`src/rtl/bp_pkg.sv`:
```
// Shared encodings for the branch predictor: control-flow types, 2-bit counter states
// and the saturating counter step.
package bp_pkg;

  typedef enum logic [1:0] {
    BR_COND = 2'd0,
    BR_JUMP = 2'd1,
    BR_CALL = 2'd2,
    BR_RET  = 2'd3
  } br_type_e;

  localparam logic [1:0] CNT_SNT = 2'b00;
  localparam logic [1:0] CNT_WNT = 2'b01;
  localparam logic [1:0] CNT_WT  = 2'b10;
  localparam logic [1:0] CNT_ST  = 2'b11;

  // Saturating step toward taken (inc) or not-taken (dec).
  function automatic logic [1:0] cnt_next(input logic [1:0] cnt, input logic taken);
    logic [1:0] res;
    if (taken) res = (cnt == CNT_ST)  ? CNT_ST  : cnt + 2'd1;
    else       res = (cnt == CNT_SNT) ? CNT_SNT : cnt - 2'd1;
    return res;
  endfunction

endpackage

```
`src/rtl/ras_stack.sv`:
```
// Circular return-address stack: a push while full overwrites the oldest entry,
// and a pop while empty does nothing.
module ras_stack #(
  parameter int unsigned DEPTH = 4,
  parameter int unsigned WIDTH = 32
) (
  input  logic             clk,
  input  logic             rst,
  input  logic             push,
  input  logic             pop,
  input  logic [WIDTH-1:0] push_data,
  output logic [WIDTH-1:0] top,
  output logic             empty
);

  localparam int unsigned PTR_W = $clog2(DEPTH);
  localparam int unsigned CNT_W = PTR_W + 1;

  logic [WIDTH-1:0] mem_q [DEPTH];
  logic [WIDTH-1:0] mem_d [DEPTH];
  logic [PTR_W-1:0] ptr_q, ptr_d;
  logic [CNT_W-1:0] cnt_q, cnt_d;
  logic [PTR_W-1:0] top_idx;

  // ptr_q is the next write slot; the top of stack sits just below it.
  assign top_idx = ptr_q - PTR_W'(1);
  assign top     = mem_q[top_idx];
  assign empty   = (cnt_q == CNT_W'(0));

  always_comb begin
    mem_d = mem_q;
    ptr_d = ptr_q;
    cnt_d = cnt_q;
    if (push) begin
      mem_d[ptr_q] = push_data;
      ptr_d        = ptr_q + PTR_W'(1);
      if (cnt_q != CNT_W'(DEPTH)) cnt_d = cnt_q + CNT_W'(1);
    end else if (pop && !empty) begin
      ptr_d = ptr_q - PTR_W'(1);
      cnt_d = cnt_q - CNT_W'(1);
    end
  end

  always_ff @(posedge clk or posedge rst) begin
    if (rst) begin
      for (int i = 0; i < int'(DEPTH); i++) mem_q[i] <= '0;
      ptr_q <= '0;
      cnt_q <= '0;
    end else begin
      mem_q <= mem_d;
      ptr_q <= ptr_d;
      cnt_q <= cnt_d;
    end
  end

endmodule

```
`src/rtl/branch_predictor.sv`:
```
// Direct-mapped BTB with 2-bit counters plus a return-address stack; combinational
// next-PC prediction for IF, trained by resolved control flow from ID.
module branch_predictor
  import bp_pkg::*;
#(
  parameter int unsigned ADDR_W    = 32,
  parameter int unsigned ENTRIES   = 16,
  parameter int unsigned RAS_DEPTH = 4
) (
  input  logic              clk,
  input  logic              rst,
  input  logic              en,
  input  logic [ADDR_W-1:0] pc_if,
  output logic              hit,
  output logic              pred_taken,
  output logic [ADDR_W-1:0] pred_target,
  input  logic              upd_valid,
  input  logic [ADDR_W-1:0] upd_pc,
  input  logic [1:0]        upd_type,
  input  logic              upd_taken,
  input  logic [ADDR_W-1:0] upd_target
);

  localparam int unsigned IDX_W = $clog2(ENTRIES);
  localparam int unsigned TAG_W = ADDR_W - IDX_W - 2;

  logic              valid_q  [ENTRIES];
  logic              valid_d  [ENTRIES];
  logic [TAG_W-1:0]  tag_q    [ENTRIES];
  logic [TAG_W-1:0]  tag_d    [ENTRIES];
  br_type_e          type_q   [ENTRIES];
  br_type_e          type_d   [ENTRIES];
  logic [ADDR_W-1:0] target_q [ENTRIES];
  logic [ADDR_W-1:0] target_d [ENTRIES];
  logic [1:0]        cnt_q    [ENTRIES];
  logic [1:0]        cnt_d    [ENTRIES];

  logic [IDX_W-1:0]  lk_idx, up_idx;
  logic [TAG_W-1:0]  lk_tag, up_tag;
  logic [ADDR_W-1:0] lk_seq;
  logic              upd_fire, up_hit;
  br_type_e          up_type;
  logic              ras_push, ras_pop, ras_empty;
  logic [ADDR_W-1:0] ras_top;

  assign lk_idx   = pc_if[IDX_W+1:2];
  assign lk_tag   = pc_if[ADDR_W-1:IDX_W+2];
  assign lk_seq   = pc_if + ADDR_W'(4);
  assign up_idx   = upd_pc[IDX_W+1:2];
  assign up_tag   = upd_pc[ADDR_W-1:IDX_W+2];
  assign up_type  = br_type_e'(upd_type);
  assign upd_fire = upd_valid & en;
  assign up_hit   = valid_q[up_idx] && (tag_q[up_idx] == up_tag);
  assign ras_push = upd_fire && (up_type == BR_CALL);
  assign ras_pop  = upd_fire && (up_type == BR_RET);

  // Lookup reads registered state only, so a same-cycle update is not visible yet.
  always_comb begin
    hit         = valid_q[lk_idx] && (tag_q[lk_idx] == lk_tag);
    pred_taken  = 1'b0;
    pred_target = lk_seq;
    if (hit) begin
      case (type_q[lk_idx])
        BR_COND: begin
          pred_taken = cnt_q[lk_idx][1];
          if (cnt_q[lk_idx][1]) pred_target = target_q[lk_idx];
        end
        BR_JUMP, BR_CALL: begin
          pred_taken  = 1'b1;
          pred_target = target_q[lk_idx];
        end
        BR_RET: begin
          pred_taken  = 1'b1;
          pred_target = ras_empty ? target_q[lk_idx] : ras_top;
        end
        default: ;
      endcase
    end
  end

  always_comb begin
    valid_d  = valid_q;
    tag_d    = tag_q;
    type_d   = type_q;
    target_d = target_q;
    cnt_d    = cnt_q;
    if (upd_fire) begin
      if (up_hit) begin
        if (up_type == BR_COND) begin
          cnt_d[up_idx] = cnt_next(cnt_q[up_idx], upd_taken);
          if (upd_taken) target_d[up_idx] = upd_target;
        end else begin
          type_d[up_idx]   = up_type;
          target_d[up_idx] = upd_target;
        end
      end else if (upd_taken || (up_type != BR_COND)) begin
        valid_d[up_idx]  = 1'b1;
        tag_d[up_idx]    = up_tag;
        type_d[up_idx]   = up_type;
        target_d[up_idx] = upd_target;
        cnt_d[up_idx]    = upd_taken ? CNT_WT : CNT_WNT;
      end
    end
  end

  always_ff @(posedge clk or posedge rst) begin
    if (rst) begin
      for (int i = 0; i < int'(ENTRIES); i++) begin
        valid_q[i]  <= 1'b0;
        tag_q[i]    <= '0;
        type_q[i]   <= BR_COND;
        target_q[i] <= '0;
        cnt_q[i]    <= CNT_WNT;
      end
    end else begin
      valid_q  <= valid_d;
      tag_q    <= tag_d;
      type_q   <= type_d;
      target_q <= target_d;
      cnt_q    <= cnt_d;
    end
  end

  ras_stack #(
    .DEPTH (RAS_DEPTH),
    .WIDTH (ADDR_W)
  ) u_ras (
    .clk       (clk),
    .rst       (rst),
    .push      (ras_push),
    .pop       (ras_pop),
    .push_data (upd_pc + ADDR_W'(4)),
    .top       (ras_top),
    .empty     (ras_empty)
  );

endmodule

```
`config.mk`:
```
export PLATFORM = sky130hd
export DESIGN_NAME = branch_predictor
export DESIGN_NICKNAME = d
export VERILOG_FILES = /design/src/rtl/bp_pkg.sv /design/src/rtl/ras_stack.sv /design/src/rtl/branch_predictor.sv
export SDC_FILE = /design/constraint.sdc
export NUM_CORES = 2
export LEC_CHECK = 0
export ABC_CLOCK_PERIOD_IN_PS = 66000
export BUFFER_PORTS_ARGS = -buffer_cell sky130_fd_sc_hd__buf_2
export CORE_MARGIN = 5
export CORE_UTILIZATION = 55
export DETAILED_ROUTE_END_ITERATION = 10
export GPL_TIMING_DRIVEN = 0
export PLACE_DENSITY_LB_ADDON = 0.15
export SYNTH_ARGS = -nofsm -noshare
export SYNTH_HDL_FRONTEND = slang
export SYNTH_SLANG_ARGS = --single-unit
export TNS_END_PERCENT = 50
```
`constraint.sdc`:
```
create_clock -name clk -period 66 [get_ports clk]
set_input_delay 9.9 -clock clk [delete_from_list [all_inputs] [get_ports clk]]
set_output_delay 9.9 -clock clk [all_outputs]
set_load 0.01 [all_outputs]
```
==> results.ini <==
[status]
outcome=complete, but fails checks
violations=capacitance limit, slew limit

[worst_hold_path]
hp-class=flip-flop to flip-flop

[die]
fp.dieH_um=334
die_area_mm2=0.112
rows=119
coreArea_mm2=0.105
start_util_pct=55.2
dieWidth_um=334
pin_count=137

[global_routing]
antenna_found_initial=14
grt_pass1_wl_um=279000
grt_pass1_vias=39600
grt_overflow=0
track_usage_pct=34.1
grt_max_degree=127

[setup_path]
path_max_fanout=10
crit_path_max_incr_delay_ns=1.05
critPathArrivalTime_ns=18.35
crit_path_cell_trace=buf_2 -> clkbuf_1 -> buf_2 -> buf_2 -> buf_2 -> clkbuf_1 -> clkbuf_1 -> clkbuf_1 -> mux4_2 -> mux4_2 -> inv_1 -> ha_1 -> nor2b_1 -> or2_2 -> clkbuf_1 -> nor2b_1 -> a21oi_1 -> o22ai_1 -> buf_2
critPathLaunchType=input port
end_kind=output pin
crit_required_ns=56.10
crit_path_top_delay_cell=clkbuf_1
critPathKind=input port to output pin

[synth]
synth_top_cell_by_area=dfrtp_1
synth_flop_cell=dfrtp_1
ys_seq_area_share_pct=49.3
syn_area_per_cell_um2=14.0
yosysUniqueCellTypes=71
yosys_register_bits=1141
synth_fp_nets=4241
yosysWarnings=0
syn_inst=4126
synth_area_leaders=dfrtp_1, mux2_2, mux4_2
synth_edf_count=0
ys_async_sr_fraction_pct=100
synth_top_area_share_pct=48.6
syn_area_mm2=0.0579

[clock_network]
path_clk_slew_ns=0.06
clock_sinks=1141
cts_hold_buf=0
tritoncts=built
cts_root_buffer=clkbuf_16
cts_buffer_depth=3
ctsResizeCount=0
worstSkewPairLatency_ns=0.75
cts.htree.levels=3
cts_setup_buffers=0
cts_made_buffers=119

[drt]
dr.max_layer_used=met5
wl_um=190000
via_per_inst=6.72
vias=39500
drc=0
drt_first_pass_iters=6
dr_wl_met2_um=82100
wirelength_met1_um=78100
wl_met3_um=21000
drt_iter0_markers=4752
routed_wire_length_per_instance_um=32.3
ant_nets=0

[sta]
hold_violations=0
maxSlewViolCount=33
layout_min_cycle_time_ns=28.25
rsz0062_at_grt=false
finalCritPeriodShare_pct=42.8
setup_tns_ns=0
setup_viol=0
worstMarginPinSlew_ns=1.58
timing.fmax_mhz=35.4
worst_hold_slack_ns=0.472
fin_skew_ns=0.0558
relSlewSlack_pct=-5.21

[pwr]
ir_drop_uv=25.9
power_density_mw_per_mm2=33.0
power.total_mw=2.13
p_leak_nw=28.2

[finish]
area_growth_syn_to_layout_pct=11.6
drive_above_1_share_pct=39.6
final_nets=4500

[place]
dp.final_hpwl_um=134000
gp_congestion=0.981
place.port_buffers=128

[run]
max-cap-violations=4

==> metrics by stage <==
step | area [µm²] | worst slack (ns) | util, % | instances
6_report | 64600 | 37.75 | 61.6 | 5888
5_1_grt | 64600 | 37.77 | 61.6 | 5882
4_1_cts | 64600 | 38.05 | 61.6 | 5879
3_5_place_dp | 60600 | 38.05 | 57.7 | 5655
3_3_place_gp | 60300 | 11.12 | 57.4 | 5645
2_1_floorplan | 57900 | 23.99 | - | 4126
==> cells by family (layout without fill, tap and decap cells) <==
kind of cell    after synthesis  after routing  synth area share (%)
flops                      1141           1141                  49.3
xor+xnor                    111            111                  1.68
mux                        1443           1443                  36.2
compound gates              503            503                  4.84
buf+inv                     419            781                  3.29
simple gates                497            497                  4.36
fa+ha+maj                    12             12                 0.272
other cells                   0              9                     0
==> registers in the layout, indices dropped and copies added (netlist names) <==
signal / cells
valid_q: 16
type_q: 32
tag_q: 416
u_ras.mem_q: 128
target_q: 512
u_ras.cnt_q: 3
cnt_q: 32
u_ras.ptr_q: 2
==> layout make-up <==
class	instances	area (µm²)
fillers	8132	40300
flip-flops and latches	1141	28600
multi-input cells	2566	27400
clock buffers	185	3600
plain buffers	374	1740
well taps	1391	1740
repair buffers	138	903
clock inverters	39	455
inverters	45	176
diodes	9	22.5
==> placed cells by master (no fill, tap or decap), types with 6 or more instances in the layout <==
master     count
dfrtp_1     1125
nand4_1       12
nor3_1        12
nor2_1        62
mux2_1        15
o211ai_2      10
o22ai_1       38
xnor2_1       70
xor2_1        41
nand2_1      206
mux2i_1      128
clkinv_2      26
inv_1         37
clkbuf_8      35
nand3_4       10
ha_1          11
clkbuf_16    120
a21oi_1       46
buf_2        176
a22oi_1       15
buf_1         37
buf_6         26
and3_1        16
diode_2        9
nand3_1       69
clkinv_1       7
mux2_2       867
buf_4         17
bufinv_16      6
dfstp_2       16
clkbuf_1     270
nand3_2        6
mux4_2       433
buf_16         9
o21ai_0      354
nand2b_1      22
o211ai_1       8
nor2b_1       44
nor4_1         7
==> synthesized netlist by cell type (all sizes together) (5+ instances only) <==
library cell,number
ha,11
xnor2,70
mux4,433
o22ai,38
and3,16
nand3,85
mux2,882
xor2,41
nor2,62
nand2b,22
o211ai,18
dfrtp,1125
and2,5
nor4,8
nor2b,44
buf,131
a21oi,46
o21ai,355
a22oi,15
clkinv,7
dfstp,16
inv,38
nor3,12
nand2,206
nand4,12
clkbuf,243
mux2i,128
==> where the power goes <==
part | internal [mW] | switching (mW) | leakage [nW]
sequential | 0.853 | 0.0930 | 14.5
clock | 0.399 | 0.294 | 2.01
combinational | 0.251 | 0.244 | 11.6
total | 1.50 | 0.631 | 28.2
==> metal layers <==
metal / vias to the layer above / track usage (%)
met1: 21000 / 49.0
met5: - / 1.83
met3: 460 / 10.4
met2: 2098 / 48.8
li1: 16000 / -
met4: 7 / 13.6
==> critical path, delay by kind of cell <==
kind                     cells  cell delay, ns
buffers and inverters       11            5.79
multiplexers                 2            0.99
AO/OA/AOI/OAI                2            0.73
AND/OR/NAND/NOR              3            0.64
adder cells (fa/ha/maj)      1            0.22
==> path summary, 6_finish.rpt <==
kind	cells past startpoint	startpoint	endpoint	slack, ns
max	19	pc_if[3]	pred_target[29]	37.75
min	2	u_ras.mem_q[118]	u_ras.mem_q[118]	0.47
max reg2reg	12	tag_q[137]	tag_q[413]	61.00
min reg2reg	2	u_ras.mem_q[118]	u_ras.mem_q[118]	0.47
max in group asynchronous	6	rst	tag_q[385]	53.95
min in group asynchronous	2	rst	target_q[337]	9.25
Note: power is estimated with default switching activity, not from simulation.
